==> src/rtl/multicycle_controller.sv <==
// Multicycle MIPS-style control unit: a Moore FSM that sequences fetch, decode,
// execute, memory and writeback, plus the combinational ALU function decoder.

module mc_aludec (
  input  logic [1:0] aluop,
  input  logic [5:0] funct,
  output logic [2:0] alucontrol
);
  always_comb begin
    alucontrol = 3'b010;
    case (aluop)
      2'b01: alucontrol = 3'b110;
      2'b10: begin
        case (funct)
          6'h20:   alucontrol = 3'b010;
          6'h22:   alucontrol = 3'b110;
          6'h24:   alucontrol = 3'b000;
          6'h25:   alucontrol = 3'b001;
          6'h2A:   alucontrol = 3'b111;
          default: alucontrol = 3'b010;
        endcase
      end
      default: alucontrol = 3'b010;
    endcase
  end
endmodule

module multicycle_controller (
  input  logic       clk,
  input  logic       rst_n,
  input  logic [5:0] op,
  input  logic [5:0] funct,
  input  logic       zero,
  input  logic       mem_ready,
  output logic       IorD,
  output logic       MemWrite,
  output logic       IRWrite,
  output logic       RegDst,
  output logic       MemtoReg,
  output logic       RegWrite,
  output logic       ALUSrcA,
  output logic       Branch,
  output logic       PCWrite,
  output logic       PCEn,
  output logic [1:0] ALUSrcB,
  output logic [1:0] PCSrc,
  output logic [1:0] ALUOp,
  output logic [2:0] ALUControl,
  output logic [3:0] state
);
  localparam logic [3:0] S_FETCH    = 4'd0;
  localparam logic [3:0] S_DECODE   = 4'd1;
  localparam logic [3:0] S_MEMADR   = 4'd2;
  localparam logic [3:0] S_MEMRD    = 4'd3;
  localparam logic [3:0] S_MEMWB    = 4'd4;
  localparam logic [3:0] S_MEMWR    = 4'd5;
  localparam logic [3:0] S_EXECUTE  = 4'd6;
  localparam logic [3:0] S_ALUWB    = 4'd7;
  localparam logic [3:0] S_BRANCH   = 4'd8;
  localparam logic [3:0] S_ADDIEXEC = 4'd9;
  localparam logic [3:0] S_ADDIWB   = 4'd10;
  localparam logic [3:0] S_JUMP     = 4'd11;

  localparam logic [5:0] OP_RTYPE = 6'h00;
  localparam logic [5:0] OP_J     = 6'h02;
  localparam logic [5:0] OP_BEQ   = 6'h04;
  localparam logic [5:0] OP_ADDI  = 6'h08;
  localparam logic [5:0] OP_LW    = 6'h23;
  localparam logic [5:0] OP_SW    = 6'h2B;

  logic [3:0] state_q, state_d;

  always_ff @(posedge clk or negedge rst_n) begin
    if (!rst_n) state_q <= S_FETCH;
    else        state_q <= state_d;
  end

  assign state = state_q;

  // op is only consulted in DECODE and MEMADR, where the IR is already stable.
  always_comb begin
    state_d = S_FETCH;
    case (state_q)
      S_FETCH:    state_d = mem_ready ? S_DECODE : S_FETCH;
      S_DECODE: begin
        case (op)
          OP_LW, OP_SW: state_d = S_MEMADR;
          OP_RTYPE:     state_d = S_EXECUTE;
          OP_BEQ:       state_d = S_BRANCH;
          OP_ADDI:      state_d = S_ADDIEXEC;
          OP_J:         state_d = S_JUMP;
          default:      state_d = S_FETCH;
        endcase
      end
      S_MEMADR:   state_d = (op == OP_LW) ? S_MEMRD : S_MEMWR;
      S_MEMRD:    state_d = mem_ready ? S_MEMWB : S_MEMRD;
      S_MEMWR:    state_d = mem_ready ? S_FETCH : S_MEMWR;
      S_EXECUTE:  state_d = S_ALUWB;
      S_ADDIEXEC: state_d = S_ADDIWB;
      default:    state_d = S_FETCH;
    endcase
  end

  always_comb begin
    IorD     = 1'b0;
    MemWrite = 1'b0;
    IRWrite  = 1'b0;
    RegDst   = 1'b0;
    MemtoReg = 1'b0;
    RegWrite = 1'b0;
    ALUSrcA  = 1'b0;
    Branch   = 1'b0;
    PCWrite  = 1'b0;
    ALUSrcB  = 2'b00;
    PCSrc    = 2'b00;
    ALUOp    = 2'b00;
    case (state_q)
      S_FETCH: begin
        // Gated by rst_n so a held reset never lets a ready memory fire writes.
        ALUSrcB = 2'b01;
        IRWrite = mem_ready & rst_n;
        PCWrite = mem_ready & rst_n;
      end
      S_DECODE: ALUSrcB = 2'b11;
      S_MEMADR, S_ADDIEXEC: begin
        ALUSrcA = 1'b1;
        ALUSrcB = 2'b10;
      end
      S_MEMRD: IorD = 1'b1;
      S_MEMWR: begin
        IorD     = 1'b1;
        MemWrite = 1'b1;
      end
      S_MEMWB: begin
        MemtoReg = 1'b1;
        RegWrite = 1'b1;
      end
      S_EXECUTE: begin
        ALUSrcA = 1'b1;
        ALUOp   = 2'b10;
      end
      S_ALUWB: begin
        RegDst   = 1'b1;
        RegWrite = 1'b1;
      end
      S_ADDIWB: RegWrite = 1'b1;
      S_BRANCH: begin
        ALUSrcA = 1'b1;
        ALUOp   = 2'b01;
        PCSrc   = 2'b01;
        Branch  = 1'b1;
      end
      S_JUMP: begin
        PCSrc   = 2'b10;
        PCWrite = 1'b1;
      end
      default: ;
    endcase
  end

  assign PCEn = PCWrite | (Branch & zero);

  mc_aludec u_aludec (
    .aluop      (ALUOp),
    .funct      (funct),
    .alucontrol (ALUControl)
  );
endmodule

==> config.mk <==
export PLATFORM = sky130hd
export DESIGN_NAME = multicycle_controller
export DESIGN_NICKNAME = d
export VERILOG_FILES = /design/src/rtl/multicycle_controller.sv
export SDC_FILE = /design/constraint.sdc
export NUM_CORES = 1
export LEC_CHECK = 0
export BUFFER_PORTS_ARGS = -buffer_cell sky130_fd_sc_hd__buf_2
export CAP_MARGIN = 20
export CORE_MARGIN = 3
export CORE_UTILIZATION = 35
export CTS_BUF_LIST = sky130_fd_sc_hd__clkbuf_4 sky130_fd_sc_hd__clkbuf_8
export DETAILED_ROUTE_END_ITERATION = 7
export PLACE_DENSITY_LB_ADDON = 0.12
export RECOVER_POWER = 25
export SLEW_MARGIN = 10
export SYNTH_ARGS = -nofsm -noshare
export SYNTH_HDL_FRONTEND = slang
export SYNTH_SLANG_ARGS = --single-unit
export TNS_END_PERCENT = 100
==> constraint.sdc <==
create_clock -name clk -period 2.1 [get_ports clk]
set_input_delay 0.42 -clock clk [delete_from_list [all_inputs] [get_ports clk]]
set_output_delay 0.42 -clock clk [all_outputs]
set_load 0.005 [all_outputs]
==> results of run 1 <==
worst max-delay path, delay by kind of cell (launching register included):
family	cells	cell delay, ps
flops	1	430
buf+inv	1	140
fa+ha+maj	1	340
simple gates	3	490
compound gates	1	80
cells in the final DEF, fill, tap and decap left out, drive strengths merged, types with 2 or more instances in the layout:
cell type and n:
nor3 5, o21ai 3, ha 3, a21oi 6, nand2 11, a31oi 2
buf 51, or3 3, nand3b 2, nand3 4, mux2i 2, dfrtp 4
nor2b 2, clkbuf 3, nor4 3, inv 6, nor2 8, nand2b 2
stage by stage:
stage | hold WS, ps | instance area (µm²) | setup WS, ps | setup TNS, ps
6_report | 430.8 | 991.0 | -25.84 | -54.53
4_1_cts | 428.3 | 930.9 | -3.595 | -3.595
2_1_floorplan | 124.4 | 620.6 | 154.0 | 0
3_5_place_dp | 250.0 | 865.8 | 166.4 | 0
5_1_grt | 433.3 | 991.0 | -138.1 | -388.6
3_3_place_gp | 251.4 | 865.8 | 247.3 | 0
cell families after synthesis:
kind of cell	share of synthesized area
xor+xnor	0.02823
simple gates	0.3992
compound gates	0.2258
flops	0.1613
fa+ha+maj	0.06049
mux	0.03226
buf+inv	0.09273
worst paths after layout:
path                                    start                  to  slack (ps)  cells after the start
min                                     op[2]  state[1]$_DFF_PN0_         430                      2
min reg2reg                state[3]$_DFF_PN0_  state[0]$_DFF_PN0_         680                      2
max reg2reg                state[1]$_DFF_PN0_  state[1]$_DFF_PN0_         460                      6
max                        state[0]$_DFF_PN0_       ALUControl[1]         -30                      6
min in group asynchronous               rst_n  state[3]$_DFF_PN0_         530                      2
max in group asynchronous               rst_n  state[0]$_DFF_PN0_        1450                      2
per-layer routing:
metal,wire length [µm],vias to the layer above,track usage
met2,990,33,0.3061
met3,128,3,0.01107
met5,0,-,0
met1,795,389,0.1969
met4,22,0,0.09677
li1,-,413,-
power by group through the flow:
stage                     registers [µW]  clock network, µW  logic [µW]
after global routing                98.7                108         240
after CTS                           93.3               99.7         213
final                               97.0               97.1         218
after global placement              94.7                  0         194
after detailed placement            95.4                  0         196
after floorplan                      103                  0        99.0
layout make-up:
cell class,instances,area [µm²],area share
Sequential cell,4,101.3,0.1023
Multi-Input combinational cell,71,510.5,0.5152
Timing Repair Buffer,52,304.0,0.3068
Inverter,6,22.52,0.02273
Tap cell,24,30.03,0.03030
Clock buffer,3,22.52,0.02273
timing repair:
| action | CTS | global route |
|---|---|---|
| setup buffers | 3 | 2 |
| resized for setup | 2 | 13 |
| hold endpoints to repair | 4 | 0 |
| endpoints found under the setup margin | 3 | 4 |
| hold buffers | 1 | 0 |
| pin swaps | 1 | 4 |
==> flow_metrics.env, run 1 <==
export IMPL_dr_pass1_iters=4
export IMPL_drv_cap=0
export IMPL_netSwitchingFraction=0.3769
export IMPL_largest_reg_flops=4
export IMPL_final_util=0.6217
export IMPL_end_kind="output pin"
export IMPL_combPwrFrac=0.529
export IMPL_finalClockSkew_ps=1.900
export IMPL_slowest_stage="dfrtp_2"
export IMPL_status="complete, but fails checks"
export IMPL_grt_max_degree=17
export IMPL_wirelength_mm=1.937
export IMPL_grt_usage=0.1702
export IMPL_critical_path_arrival_ps=1710
export IMPL_drv_slew=0
export IMPL_timing_slew_headroom=0.7728
export IMPL_grt_antenna_before_repair=0
export IMPL_drive_above_1_share=0.4853
export IMPL_yosys_top_cells_count="nand2_1 (11), nor2_1 (8), a21oi_1 (6), inv_1 (6)"
export IMPL_dieArea_um2=2315
export IMPL_place_congestion=0.8321
export IMPL_grt_pass1_vias=654
export IMPL_path_clk_slew_ps=40
export IMPL_insertion_delay_ps=240
export IMPL_setup_ws_ps=-25.84
export IMPL_vdd_drop_max_mv=0.2371
export IMPL_num_vias=838
export IMPL_clock_sinks=4
export IMPL_max_stage_delay_ps=430
export IMPL_globalRouteOverflowTotal=0
export IMPL_seq_power_share=0.236
export IMPL_syn_area_um2=620.6
export IMPL_cts_tree="built"
export IMPL_yosysSeqAreaShare=0.1613
export IMPL_nFillCells=153
export IMPL_core_um2=1594
export IMPL_finalSetupViolCount=3
export IMPL_max_freq_mhz=470.4
export IMPL_ys_types=37
export IMPL_hold_viol_final=0
export IMPL_grt_pass1_wl_mm=2.725
export IMPL_die_w_um=48.11
export IMPL_ios=39
export IMPL_routedWlPerCell_um=12.11
export IMPL_cp_required_ps=1680
export IMPL_layout_cells_non_filler=160
export IMPL_diodes=0
export IMPL_cts_root_buffer="clkbuf_4"
export IMPL_ant_nets=0
export IMPL_yosys_area_top_type="dfrtp_1"
export IMPL_yosysMostFrequentCell="nand2_1"
export IMPL_io_buffer_count=38
export IMPL_initial_core_util=0.3893
export IMPL_synth_edf_count=0
export IMPL_start_kind="flop"
export IMPL_ys_seq_elements=4
export IMPL_h_tree_depth=1
export IMPL_cp_cell_sequence="nor2_1 -> nand3_2 -> ha_1 -> nor2b_1 -> o21ai_0 -> buf_2"
export IMPL_synth_top_area_share=0.1613
export IMPL_clkPwrFrac=0.236
export IMPL_power_switching_uw=155.2
export IMPL_synth_area_leaders="dfrtp_1 (16%), nand2_1 (6.7%), ha_1 (6.0%)"
export IMPL_yosys_warnings=0
export IMPL_nets=157
export IMPL_dp_hpwl_mm=1.457
export IMPL_drc=0
export IMPL_numPlacedInstances=151
export IMPL_viasPerCell=5.238
export IMPL_syn_nets=106
export IMPL_initialDrtViolationCount=8
export IMPL_crit_type="flop to output pin"
export IMPL_holdCritPathClass="input port to flop"
export IMPL_syn_inst=87
export IMPL_fin_crit_ps=2126
export IMPL_fp_dieH_um=48.11
export IMPL_async_flop_share=1.000
export IMPL_area_delta_synth_final_pct=59.68
export IMPL_cts_buffers_inserted=3
export IMPL_internal_power_uw=256.6
export IMPL_p_total_uw=411.9
export IMPL_synthFlopType="dfrtp_1"
export IMPL_fin_crit_sh=1.012
export IMPL_power_density_nw_per_um2=415.6
export IMPL_worstPathMaxFanout=4
export IMPL_violations="negative setup slack"
export IMPL_syn_avg_cell_area_um2=7.133
export IMPL_p_leak_uw=0.0004856
export IMPL_clk_path_buf_depth=2
export IMPL_rsz0062_at_grt="yes"
export IMPL_worstMarginPinSlew_ps=336.1
export IMPL_rows=14
No activity file was read; power rests on OpenSTA's default activity.
==> inputs of run 2 (changes only) <==
--- a/config.mk
+++ b/config.mk
@@ -7,8 +7,10 @@
 export LEC_CHECK = 0
 export BUFFER_PORTS_ARGS = -buffer_cell sky130_fd_sc_hd__buf_2
 export CAP_MARGIN = 20
+export CELL_PAD_IN_SITES_DETAIL_PLACEMENT = 0
+export CELL_PAD_IN_SITES_GLOBAL_PLACEMENT = 1
 export CORE_MARGIN = 3
-export CORE_UTILIZATION = 35
+export CORE_UTILIZATION = 29
 export CTS_BUF_LIST = sky130_fd_sc_hd__clkbuf_4 sky130_fd_sc_hd__clkbuf_8
 export DETAILED_ROUTE_END_ITERATION = 7
 export PLACE_DENSITY_LB_ADDON = 0.12
==> flow_metrics.env, run 2 (synthesis gave the netlist of run 1 again) <==
export IMPL_design_area_um2=1007
export IMPL_p_total_uw=410.2
export IMPL_r2r_slack_ps=470
export IMPL_violations="negative setup slack"
export IMPL_numPlacedInstances=155
export IMPL_power_density_nw_per_um2=407.3
export IMPL_finalClockSkew_ps=0.2956
export IMPL_fin_crit_sh=1.003
export IMPL_routedWlPerCell_um=12.28
export IMPL_ios=39
export IMPL_internal_power_uw=250.4
export IMPL_status="complete, but fails checks"
export IMPL_timing_slew_headroom=0.7051
export IMPL_cts_root_buffer="clkbuf_4"
export IMPL_drc=0
export IMPL_met2_length_mm=1.000
export IMPL_rows=16
export IMPL_diodes=0
export IMPL_rsz0062_at_grt="yes"
export IMPL_vdd_drop_max_mv=0.3985
export IMPL_max_freq_mhz=474.8
export IMPL_finalSetupViolCount=2
export IMPL_io_buffer_count=38
export IMPL_drive_above_1_share=0.4963
export IMPL_placed_area_um2=877.1
export IMPL_p_leak_uw=0.0004795
export IMPL_drv_slew=0
export IMPL_tns_ps=-12.00
export IMPL_grt_pass1_wl_mm=3.256
export IMPL_num_vias=812
export IMPL_core_um2=2002
export IMPL_dp_hpwl_mm=1.545
export IMPL_start_kind="flop"
export IMPL_setup_ws_ps=-6.091
export IMPL_cp_cell_sequence="nor2b_4 -> nand3_2 -> inv_2 -> ha_4 -> nand2_4 -> nor4_4 -> o21a_1 -> buf_2"
export IMPL_insertion_delay_ps=240
export IMPL_seq_power_share=0.235
export IMPL_dieArea_um2=2731
export IMPL_worstMarginPinSlew_ps=436.2
export IMPL_place_congestion=0.7546
export IMPL_cts_buffers_inserted=3
export IMPL_grt_max_degree=16
export IMPL_holdCritPathClass="input port to asynchronous set/reset pin"
export IMPL_clkPwrFrac=0.236
export IMPL_wl_met3_um=86
export IMPL_cts_tree="built"
export IMPL_combPwrFrac=0.529
export IMPL_fin_crit_ps=2106
export IMPL_layout_cells_non_filler=162
export IMPL_ant_nets=0
export IMPL_power_switching_uw=159.9
export IMPL_globalRouteOverflowTotal=0
export IMPL_grt_pass1_vias=772
export IMPL_nFillCells=202
export IMPL_crit_type="flop to output pin"
export IMPL_layout_commonest_cell="buf_2"
export IMPL_clk_path_buf_depth=2
export IMPL_h_tree_depth=1
export IMPL_hold_viol_final=0
export IMPL_area_delta_synth_final_pct=62.30
export IMPL_fp_dieH_um=52.26
export IMPL_largest_reg_flops=4
export IMPL_clock_sinks=4
export IMPL_netSwitchingFraction=0.3897
export IMPL_cp_required_ps=1680
export IMPL_dr_pass1_iters=4
export IMPL_grt_usage=0.1544
export IMPL_nets=156
export IMPL_die_w_um=52.26
export IMPL_max_stage_delay_ps=390
export IMPL_critical_path_arrival_ps=1690
export IMPL_wl_met1_um=903
export IMPL_pre_cts_slack_ps=206.9
export IMPL_slowest_stage="dfrtp_1"
export IMPL_final_cell_mix="buf_2 (37), buf_4 (12), nand2_1 (10)"
export IMPL_drv_cap=0
export IMPL_worstPathMaxFanout=3
export IMPL_end_kind="output pin"
export IMPL_postCtsHoldBufs=0
export IMPL_viasPerCell=5.012
export IMPL_path_clk_slew_ps=40
export IMPL_grt_antenna_before_repair=0
export IMPL_initialDrtViolationCount=11
export IMPL_top_layer="met3"
export IMPL_initial_core_util=0.3100
export IMPL_wirelength_mm=1.990
-- run 2: worst paths after layout --
| path | cells after the start | end | startpoint |
|---|---|---|---|
| max in group asynchronous | 1 | state[2]$_DFF_PN0_ | rst_n |
| min in group clk | 2 | state[1]$_DFF_PN0_ | op[4] |
| hold reg to reg | 3 | state[3]$_DFF_PN0_ | state[3]$_DFF_PN0_ |
| setup / recovery | 8 | ALUControl[2] | state[1]$_DFF_PN0_ |
| hold / removal | 1 | state[0]$_DFF_PN0_ | rst_n |
| setup reg to reg | 6 | state[1]$_DFF_PN0_ | state[1]$_DFF_PN0_ |
-- run 2: power by group through the flow --
stage / registers [µW] / clock network (µW) / logic (µW)
after floorplan: 103 / 0 / 99.0
after global placement: 94.4 / 0 / 201
after detailed placement: 94.6 / 0 / 201
after CTS: 93.7 / 101 / 202
after global routing: 97.3 / 105 / 243
final: 96.4 / 96.8 / 217
-- run 2: layout make-up --
type | count | area [µm²] | area share
inverters | 6 | 22.52 | 0.02236
repair buffers | 51 | 290.3 | 0.2882
multi-input cells | 71 | 538.0 | 0.5342
well taps | 27 | 33.78 | 0.03354
flip-flops and latches | 4 | 100.1 | 0.09938
clock buffers | 3 | 22.52 | 0.02236
-- run 2: timing repair --
item | 4_1_cts | 5_1_grt
buffers inserted | 0 | 4
pin swaps | 0 | 5
resized for setup | 1 | 16
endpoints found under the setup margin | 2 | 3
-- run 2: per-stage QoR --
stage | utilization | hold slack (ps)
global route | 0.5031 | 69.39
finish | 0.5031 | 62.03
global placement | 0.4381 | 251.7
detailed placement | 0.4381 | 253.5
CTS | 0.4525 | 0.2664
floorplan | - | 124.4
-- run 2: layer usage --
| metal | vias up | track usage |
|---|---|---|
| li1 | 409 | - |
| met1 | 388 | 0.1969 |
| met2 | 15 | 0.2657 |
| met3 | 0 | 0.04558 |
| met4 | 0 | 0.01277 |
| met5 | - | 0 |
-- run 2: critical path: cells and delay by family, from the launching register on --
family                   cells  cell delay [ps]
AND/OR/NAND/NOR              4              590
AO/OA/AOI/OAI                1              150
adder cells (fa/ha/maj)      1              140
buffers and inverters        2              180
flip-flops                   1              390
